--- src/rtl/trace_capture_buffer_pkg.sv ---
// Shared types for the commit-trace capture buffer: FSM states and the stored entry layout.
package trace_pkg;

  localparam int TRACE_XLEN  = 32;
  localparam int TRACE_TS_W  = 16;
  localparam int TRACE_INSTR = 32;

  typedef enum logic [1:0] {
    ST_IDLE  = 2'd0,
    ST_ARMED = 2'd1,
    ST_POST  = 2'd2,
    ST_DONE  = 2'd3
  } trace_state_e;

  // Field order matches the packing used for the RAM word: {pc, instr, result, ts}.
  typedef struct packed {
    logic [TRACE_XLEN-1:0]  pc;
    logic [TRACE_INSTR-1:0] instr;
    logic [TRACE_XLEN-1:0]  result;
    logic [TRACE_TS_W-1:0]  ts;
  } trace_entry_t;

  localparam int TRACE_ENTRY_W = $bits(trace_entry_t);

endpackage

--- src/rtl/trace_capture_buffer_if.sv ---
// Retire tap and readout stream of the trace buffer.
// Handshake: an entry transfers on a clock edge where rd_valid && rd_ready; while rd_valid is
// high and rd_ready low, rd_* are held stable. cap_valid is a one-cycle qualifier with no back-pressure.
interface trace_capture_buffer_if #(
  parameter int XLEN = 32,
  parameter int TS_W = 16
);
  logic            cap_valid;
  logic [XLEN-1:0] cap_pc;
  logic [31:0]     cap_instr;
  logic [XLEN-1:0] cap_result;
  logic            rd_valid;
  logic            rd_ready;
  logic [XLEN-1:0] rd_pc;
  logic [31:0]     rd_instr;
  logic [XLEN-1:0] rd_result;
  logic [TS_W-1:0] rd_ts;

  modport master (
    output cap_valid, cap_pc, cap_instr, cap_result, rd_ready,
    input  rd_valid, rd_pc, rd_instr, rd_result, rd_ts
  );

  modport slave (
    input  cap_valid, cap_pc, cap_instr, cap_result, rd_ready,
    output rd_valid, rd_pc, rd_instr, rd_result, rd_ts
  );
endinterface

--- src/rtl/trace_capture_buffer_ram.sv ---
// Trace storage: register array with one write port and an asynchronous read port.
module trace_ram #(
  parameter int DEPTH = 16,
  parameter int W     = trace_pkg::TRACE_ENTRY_W,
  localparam int AW   = $clog2(DEPTH)
) (
  input  logic          clk,
  input  logic          we,
  input  logic [AW-1:0] waddr,
  input  logic [W-1:0]  wdata,
  input  logic [AW-1:0] raddr,
  output logic [W-1:0]  rdata
);
  logic [W-1:0] mem [DEPTH];

  always_ff @(posedge clk) begin
    if (we) mem[waddr] <= wdata;
  end

  assign rdata = mem[raddr];
endmodule

--- src/rtl/trace_capture_buffer.sv ---
// Commit-trace capture: circular record of retired instructions, frozen a fixed number of
// entries after a PC-match or forced trigger, then streamed out oldest-first.
module trace_capture_buffer
  import trace_pkg::*;
#(
  parameter int XLEN      = 32,
  parameter int DEPTH     = 16,
  parameter int POST_TRIG = 4,
  parameter int TS_W      = 16,
  localparam int AW       = $clog2(DEPTH),
  localparam int CW       = AW + 1
) (
  input  logic                  clk,
  input  logic                  rst,
  trace_capture_buffer_if.slave bus,
  input  logic                  arm,
  input  logic                  trig_en,
  input  logic [XLEN-1:0]       trig_pc,
  input  logic                  force_trig,
  output logic [1:0]            state,
  output logic [CW-1:0]         count,
  output logic                  triggered
);
  localparam int EW = 2 * XLEN + 32 + TS_W;

  trace_state_e  state_q, state_d;
  logic [CW-1:0] count_q, count_d;
  logic [CW-1:0] post_q, post_d;
  logic [AW-1:0] wr_ptr_q, wr_ptr_d;
  logic          trig_q, trig_d;
  logic          force_q, force_d;
  logic [TS_W-1:0] ts_q;

  logic          cap_we, trig_hit, rd_valid, rd_fire;
  logic [AW-1:0] rd_ptr;
  logic [EW-1:0] wdata, rdata;

  // An arm in the same cycle as a retire restarts the window without storing that entry.
  assign cap_we   = bus.cap_valid && !arm && (state_q == ST_ARMED || state_q == ST_POST);
  assign trig_hit = cap_we && (state_q == ST_ARMED) &&
                    ((trig_en && bus.cap_pc == trig_pc) || force_q || force_trig);
  assign rd_valid = (state_q == ST_DONE) && (count_q != '0);
  assign rd_fire  = rd_valid && bus.rd_ready;
  // Oldest entry sits count positions behind the write pointer; a full buffer wraps to wr_ptr.
  assign rd_ptr   = wr_ptr_q - count_q[AW-1:0];
  assign wdata    = {bus.cap_pc, bus.cap_instr, bus.cap_result, ts_q};

  trace_ram #(.DEPTH(DEPTH), .W(EW)) u_ram (
    .clk   (clk),
    .we    (cap_we),
    .waddr (wr_ptr_q),
    .wdata (wdata),
    .raddr (rd_ptr),
    .rdata (rdata)
  );

  always_ff @(posedge clk) begin
    if (!rst) begin
      state_q  <= ST_IDLE;
      count_q  <= '0;
      post_q   <= '0;
      wr_ptr_q <= '0;
      trig_q   <= 1'b0;
      force_q  <= 1'b0;
      ts_q     <= '0;
    end else begin
      state_q  <= state_d;
      count_q  <= count_d;
      post_q   <= post_d;
      wr_ptr_q <= wr_ptr_d;
      trig_q   <= trig_d;
      force_q  <= force_d;
      ts_q     <= ts_q + 1'b1;
    end
  end

  always_comb begin
    state_d  = state_q;
    count_d  = count_q;
    post_d   = post_q;
    wr_ptr_d = wr_ptr_q;
    trig_d   = trig_q;
    force_d  = force_q || force_trig;
    if (arm) begin
      state_d  = ST_ARMED;
      count_d  = '0;
      wr_ptr_d = '0;
      trig_d   = 1'b0;
      force_d  = 1'b0;
    end else begin
      if (cap_we) begin
        wr_ptr_d = wr_ptr_q + 1'b1;
        count_d  = (count_q == CW'(DEPTH)) ? count_q : count_q + 1'b1;
      end
      unique case (state_q)
        ST_IDLE: ;
        ST_ARMED: begin
          if (trig_hit) begin
            trig_d  = 1'b1;
            force_d = 1'b0;
            post_d  = CW'(POST_TRIG);
            state_d = (POST_TRIG == 0) ? ST_DONE : ST_POST;
          end
        end
        ST_POST: begin
          if (cap_we) begin
            post_d = post_q - 1'b1;
            if (post_q == CW'(1)) state_d = ST_DONE;
          end
        end
        ST_DONE: begin
          if (rd_fire) begin
            count_d = count_q - 1'b1;
            if (count_q == CW'(1)) state_d = ST_IDLE;
          end
        end
        default: ;
      endcase
    end
  end

  assign state         = state_q;
  assign count         = count_q;
  assign triggered     = trig_q;
  assign bus.rd_valid  = rd_valid;
  assign bus.rd_pc     = rd_valid ? rdata[EW-1 -: XLEN]             : '0;
  assign bus.rd_instr  = rd_valid ? rdata[XLEN+TS_W +: 32]          : '0;
  assign bus.rd_result = rd_valid ? rdata[TS_W +: XLEN]             : '0;
  assign bus.rd_ts     = rd_valid ? rdata[TS_W-1:0]                 : '0;
endmodule

--- src/flat_wrapper.sv ---
// flat-port wrapper written by rule: the top's interface ports become plain ports
module trace_capture_buffer_flat import trace_pkg::*;
#(
  parameter int XLEN      = 32,
  parameter int DEPTH     = 16,
  parameter int POST_TRIG = 4,
  parameter int TS_W      = 16,
  localparam int AW       = $clog2(DEPTH),
  localparam int CW       = AW + 1
)
  (clk, rst, arm, trig_en, trig_pc, force_trig, state, count, triggered, bus_cap_valid, bus_cap_pc, bus_cap_instr, bus_cap_result, bus_rd_ready, bus_rd_valid, bus_rd_pc, bus_rd_instr, bus_rd_result, bus_rd_ts);
  trace_capture_buffer_if #(.XLEN(XLEN), .TS_W(TS_W)) bus_i ();
  input  logic clk;
  input  logic rst;
  input  logic arm;
  input  logic trig_en;
  input  logic [XLEN-1:0] trig_pc;
  input  logic force_trig;
  output logic [1:0] state;
  output logic [CW-1:0] count;
  output logic triggered;
  input wire logic [$bits(bus_i.cap_valid)-1:0] bus_cap_valid;
  input wire logic [$bits(bus_i.cap_pc)-1:0] bus_cap_pc;
  input wire logic [$bits(bus_i.cap_instr)-1:0] bus_cap_instr;
  input wire logic [$bits(bus_i.cap_result)-1:0] bus_cap_result;
  input wire logic [$bits(bus_i.rd_ready)-1:0] bus_rd_ready;
  output wire logic [$bits(bus_i.rd_valid)-1:0] bus_rd_valid;
  output wire logic [$bits(bus_i.rd_pc)-1:0] bus_rd_pc;
  output wire logic [$bits(bus_i.rd_instr)-1:0] bus_rd_instr;
  output wire logic [$bits(bus_i.rd_result)-1:0] bus_rd_result;
  output wire logic [$bits(bus_i.rd_ts)-1:0] bus_rd_ts;
  assign bus_i.cap_valid = bus_cap_valid;
  assign bus_i.cap_pc = bus_cap_pc;
  assign bus_i.cap_instr = bus_cap_instr;
  assign bus_i.cap_result = bus_cap_result;
  assign bus_i.rd_ready = bus_rd_ready;
  assign bus_rd_valid = bus_i.rd_valid;
  assign bus_rd_pc = bus_i.rd_pc;
  assign bus_rd_instr = bus_i.rd_instr;
  assign bus_rd_result = bus_i.rd_result;
  assign bus_rd_ts = bus_i.rd_ts;
  trace_capture_buffer #(.XLEN(XLEN), .DEPTH(DEPTH), .POST_TRIG(POST_TRIG), .TS_W(TS_W)) u_core (.clk(clk), .rst(rst), .bus(bus_i), .arm(arm), .trig_en(trig_en), .trig_pc(trig_pc), .force_trig(force_trig), .state(state), .count(count), .triggered(triggered));
endmodule
--- config.mk ---
export PLATFORM = sky130hd
export DESIGN_NAME = trace_capture_buffer_flat
export DESIGN_NICKNAME = d
export VERILOG_FILES = /design/src/rtl/trace_capture_buffer_pkg.sv /design/src/rtl/trace_capture_buffer_if.sv /design/src/rtl/trace_capture_buffer_ram.sv /design/src/rtl/trace_capture_buffer.sv /design/src/flat_wrapper.sv
export SDC_FILE = /design/constraint.sdc
export NUM_CORES = 2
export LEC_CHECK = 0
export ABC_AREA = 1
export CORE_ASPECT_RATIO = 0.5
export CORE_MARGIN = 3
export CORE_UTILIZATION = 30
export CTS_CLUSTER_SIZE = 20
export DETAILED_ROUTE_END_ITERATION = 10
export GPL_TIMING_DRIVEN = 0
export PLACE_DENSITY_LB_ADDON = 0.25
export REMOVE_ABC_BUFFERS = 1
export SLEW_MARGIN = 20
export SYNTH_ARGS = -nofsm -noshare
export SYNTH_HDL_FRONTEND = slang
export SYNTH_SLANG_ARGS = --single-unit
export TNS_END_PERCENT = 5
--- constraint.sdc ---
create_clock -name clk -period 6.7 [get_ports clk]
set_clock_uncertainty 0.05 [all_clocks]
set_input_delay 0.67 -clock clk [delete_from_list [all_inputs] [get_ports clk]]
set_output_delay 0.67 -clock clk [all_outputs]
set_load 0.05 [all_outputs]
==> summary.md <==
The via count of the routed design is 43800, and the buffer depth of the longest clock path is 3. The area share of the leading cell type in the synthesized netlist is 72.5%, and the flop and latch count out of synthesis is 1826. TritonCTS built the clock tree.

For this run, the post-layout net count is 6027. By area the synthesized netlist is led by edfxtp_1, mux2i_1, o21ai_0. Summing the sequential cell areas from Yosys gives 73.4% of the chip area. For this run, design rule violations remaining after detail routing come to 0.

The internal portion of total power is 0.0182 W, and the worst IR drop on VDD is 274 uV. The transition time at the pin with the least slew margin is 979 ps, and the starting utilization of the core area is 30.3%. The number of global-route vias before repair came out at 41800. In this run switching power makes up 21.5% of total power. Counting flops with a built-in enable in the synthesized netlist gives 1792. In this run the static leakage power is 33.1 nW.

Of all flip-flops after synthesis, the portion carrying an async set or reset was 0%. During I/O placement, the number of pins put on the boundary was 256. Measured along the y axis, the die boundary spans 358 um. Final non-filler cell area: 90100 um2. Among all flip-flop cells after synthesis, the most frequent one is edfxtp_1. The run finished with clean final reports. The share of total power dissipated in combinational logic is 4.7%.

For this block, the initial DRC count from the detailed router was 3692. The fill cell instance count of the final layout is 23300, and the via density per instance is 4.73. Input and output buffers added on the ports amount to 255. The maximum operating frequency was 0.155 GHz.

The total count of hold-check failures in the final report was 0; the first-pass GRT wire length was 285 mm. The tightest hold path in the finished design has a slack of 416 ps. The gate count after technology mapping was 5560; the area after detailed placement was 84700 um2. After detailed routing, the average wire length per cell comes to 21.2 um.

The H-tree was split into 4 levels. For this design, the sink count on the clock tree is 1826. The buffer type at the clock tree root is clkbuf_16. For the switching power, the log shows 0.00496 W. The share of the clock period used by the worst path after layout came out at 96.1%. After detailed placement, the design holds a cell count of 8942. The tools report the area of the core region as 245000 um2.

For the worst setup path, the data arrival time is 5720 ps. In this run the mean area of a mapped cell was 13.4 um2. The die is 710 um wide. For the part of the power in registers, the log shows 54.3%. The hold-fix buffer count after cts is 0, and the final design utilization is 36.8%. The logs give 15.1% for the overall fraction of global-route tracks in use and 7 for the iteration count of the initial detailed-routing pass. The clock network is responsible for 41.0% of the overall power. The number of clock buffers added by TritonCTS is 179. During synthesis, Yosys emitted a total of 0 warnings.

The relative max-transition margin came out at 34.5%. STA classifies the critical path endpoint as a primary output. For the max-capacitance violation count, the log shows 0.

Data on the critical path is required at its endpoint by 5980 ps. For the overall die area, the log shows 254000 um2. The area growth from synthesis to final layout works out to 21.3%. Clock edge transition at the registers on the reported setup and hold paths: 60 ps.

Of all nets on the critical path, the largest fanout is 73. The run gives 0 as the number of slew-limit violations in the final report. After legalization and detailed placement, the total HPWL measured 118 mm.

Wires add up to 196 mm. The synthesized netlist contains 36 unique library cells. Once detail routing completed, the nets flagged for antenna violations numbered 0. The source-to-sink clock delay at the later pin of the worst-skew pair was 790 ps; the netlist area before placement was 74200 um2. The logs give 13 for the number of antenna violations at the first check in global routing and 0.0231 W for the total design power. The post-route netlist has 7.85% of its cells at a drive strength greater than 1. Global routing finished with a remaining overflow of 0.

The worst setup path is launched from a register. Setup repair after global routing left no endpoint under its margin. The count of cells in the finished layout, fillers not included, comes to 9264. The congestion estimate from routability-driven global placement came to 0.692. The areal power density over the cells was 257 nW/um2; the time the worst path needs with I/O delays and setup was 6440 ps. Entering global routing, the biggest net connects 124 pins. Type of the worst setup path: reg2out. The count of standard-cell rows came out at 128.

The worst hold path class is reg2reg. The top cell type by total area after synthesis was edfxtp_1. Setup violations remaining at the end of the flow were counted as 0.
[cell families (layout without fill, tap and decap cells)]
family / count (synthesis) / after routing / synth area share (%)
DFF: 1826 / 1826 / 73.4
and+or+nand+nor: 1205 / 1205 / 6.97
AOI/OAI and AO/OA: 1183 / 1183 / 8.19
buffers and inverters: 860 / 1312 / 4.84
muxes: 448 / 448 / 6.04
adders and majority gates: 19 / 19 / 0.330
xor gates and xnor gates: 19 / 19 / 0.244
other: 0 / 2 / 0
[synthesized netlist by cell type (all sizes together), types with 18 or more instances]
library cell / count
a31oi: 114
dfxtp: 34
edfxtp: 1792
mux2i: 448
a21oi: 476
nand2: 663
inv: 526
buf: 163
clkbuf: 171
ha: 18
nand3: 464
o21ai: 585
nor2: 61
[stage by stage]
step | setup TNS (ps) | setup WS [ps]
floorplan | -3007350 | -22280
global placement | - | -38860
detailed placement | 0 | 718
CTS | 0 | 50.3
global route | 0 | 10.4
finish | 0 | 259
[path summary, 6_finish.rpt]
path              slack (ps)  depth (start not counted)                                 end                           from
setup / recovery         260                         15                       bus_rd_pc[22]     u_core.count[0]$_SDFF_PP0_
hold / removal           420                          2       u_core.triggered$_SDFFE_PP0P_  u_core.triggered$_SDFFE_PP0P_
setup reg to reg        2910                         13  u_core.u_ram.mem[12][23]$_DFFE_PP_   u_core.state[0]$_SDFFE_PN0P_
hold reg to reg          420                          2       u_core.triggered$_SDFFE_PP0P_  u_core.triggered$_SDFFE_PP0P_
[worst max-delay path: stages, from the launching register on]
cell	delay [ps]
dfxtp_1	460
ha_4	250
fa_1	450
xor2_4	320
buf_16	260
buf_16	170
buf_16	170
buf_16	170
inv_8	280
buf_16	330
buf_16	420
nand3_1	130
nand2_1	90
o21ai_1	60
a31oi_1	350
clkdlybuf4s50_1	880
[cell type report]
cell class	count	area [um2]	area share, %
repair buffers	466	7800	8.66
flip-flops and latches	1826	54500	60.5
well taps	3250	4070	4.52
multi-input cells	2874	16300	18.1
clock buffers	231	4750	5.27
inverters	526	2000	2.22
clock inverters	89	629	0.699
diodes	2	5.00	0.00556
[sequential cells by signal, indices dropped and copies added (netlist names)]
signal and cells:
u_core.u_ram.mem 1792, u_core.ts_q 16, u_core.count 5, u_core.post_q 5, u_core.wr_ptr_q 4, u_core.state 2
u_core.force_q 1, u_core.triggered 1
[power groups by stage]
stage | logic, W | registers (W) | clock network, W
6_report | 0.00109 | 0.0126 | 0.00948
5_1_grt | 0.00122 | 0.0126 | 0.0102
4_1_cts | 0.00111 | 0.0126 | 0.00973
3_5_place_dp | 0.00111 | 0.0128 | 0
3_3_place_gp | 0.00196 | 0.0128 | 0
2_1_floorplan | 0.00116 | 0.0128 | 0
[per-layer routing]
| layer | share of wire (%) | global-route usage, % | vias up |
|---|---|---|---|
| met3 | 4.0 | 2.18 | 280 |
| li1 | - | - | 20800 |
| met5 | 0.0051 | 0 | - |
| met4 | 2.8 | 4.18 | 2 |
| met2 | 46 | 24.2 | 817 |
| met1 | 47 | 21.5 | 21900 |
[layout by cell type (no fill, tap or decap), types with 5 or more instances in the layout]
cell type        netlist  routed
a21oi_1              476     476
a31oi_1              114     113
buf_12                 0      71
buf_16                 0     137
bufinv_16              0       6
clkbuf_1             171      47
clkbuf_16              0     181
clkdlybuf4s50_1        0     244
clkinv_1               0      46
clkinv_2               0      25
dfxtp_1               34      34
dlygate4sd2_1          0       5
dlymetal6s2s_1         0       6
edfxtp_1            1792    1792
ha_1                  18      17
inv_1                521     521
inv_6                  0       5
mux2i_1              448     448
nand2_1              661     661
nand3_1              464     464
nand4_1                7       7
nor2_1                58      42
nor2_4                 2      18
o21ai_0              547     547
o21ai_1               38      38
xnor2_1                8       8
xor2_1                 9       9
[timing repair]
action                                  in CTS  in global routing
setup buffers                                0                  0
endpoints found under the setup margin       5                  7
endpoints found under the hold margin        0                  0
resized for setup                            5                  7
(Power assumes the default switching activity.)
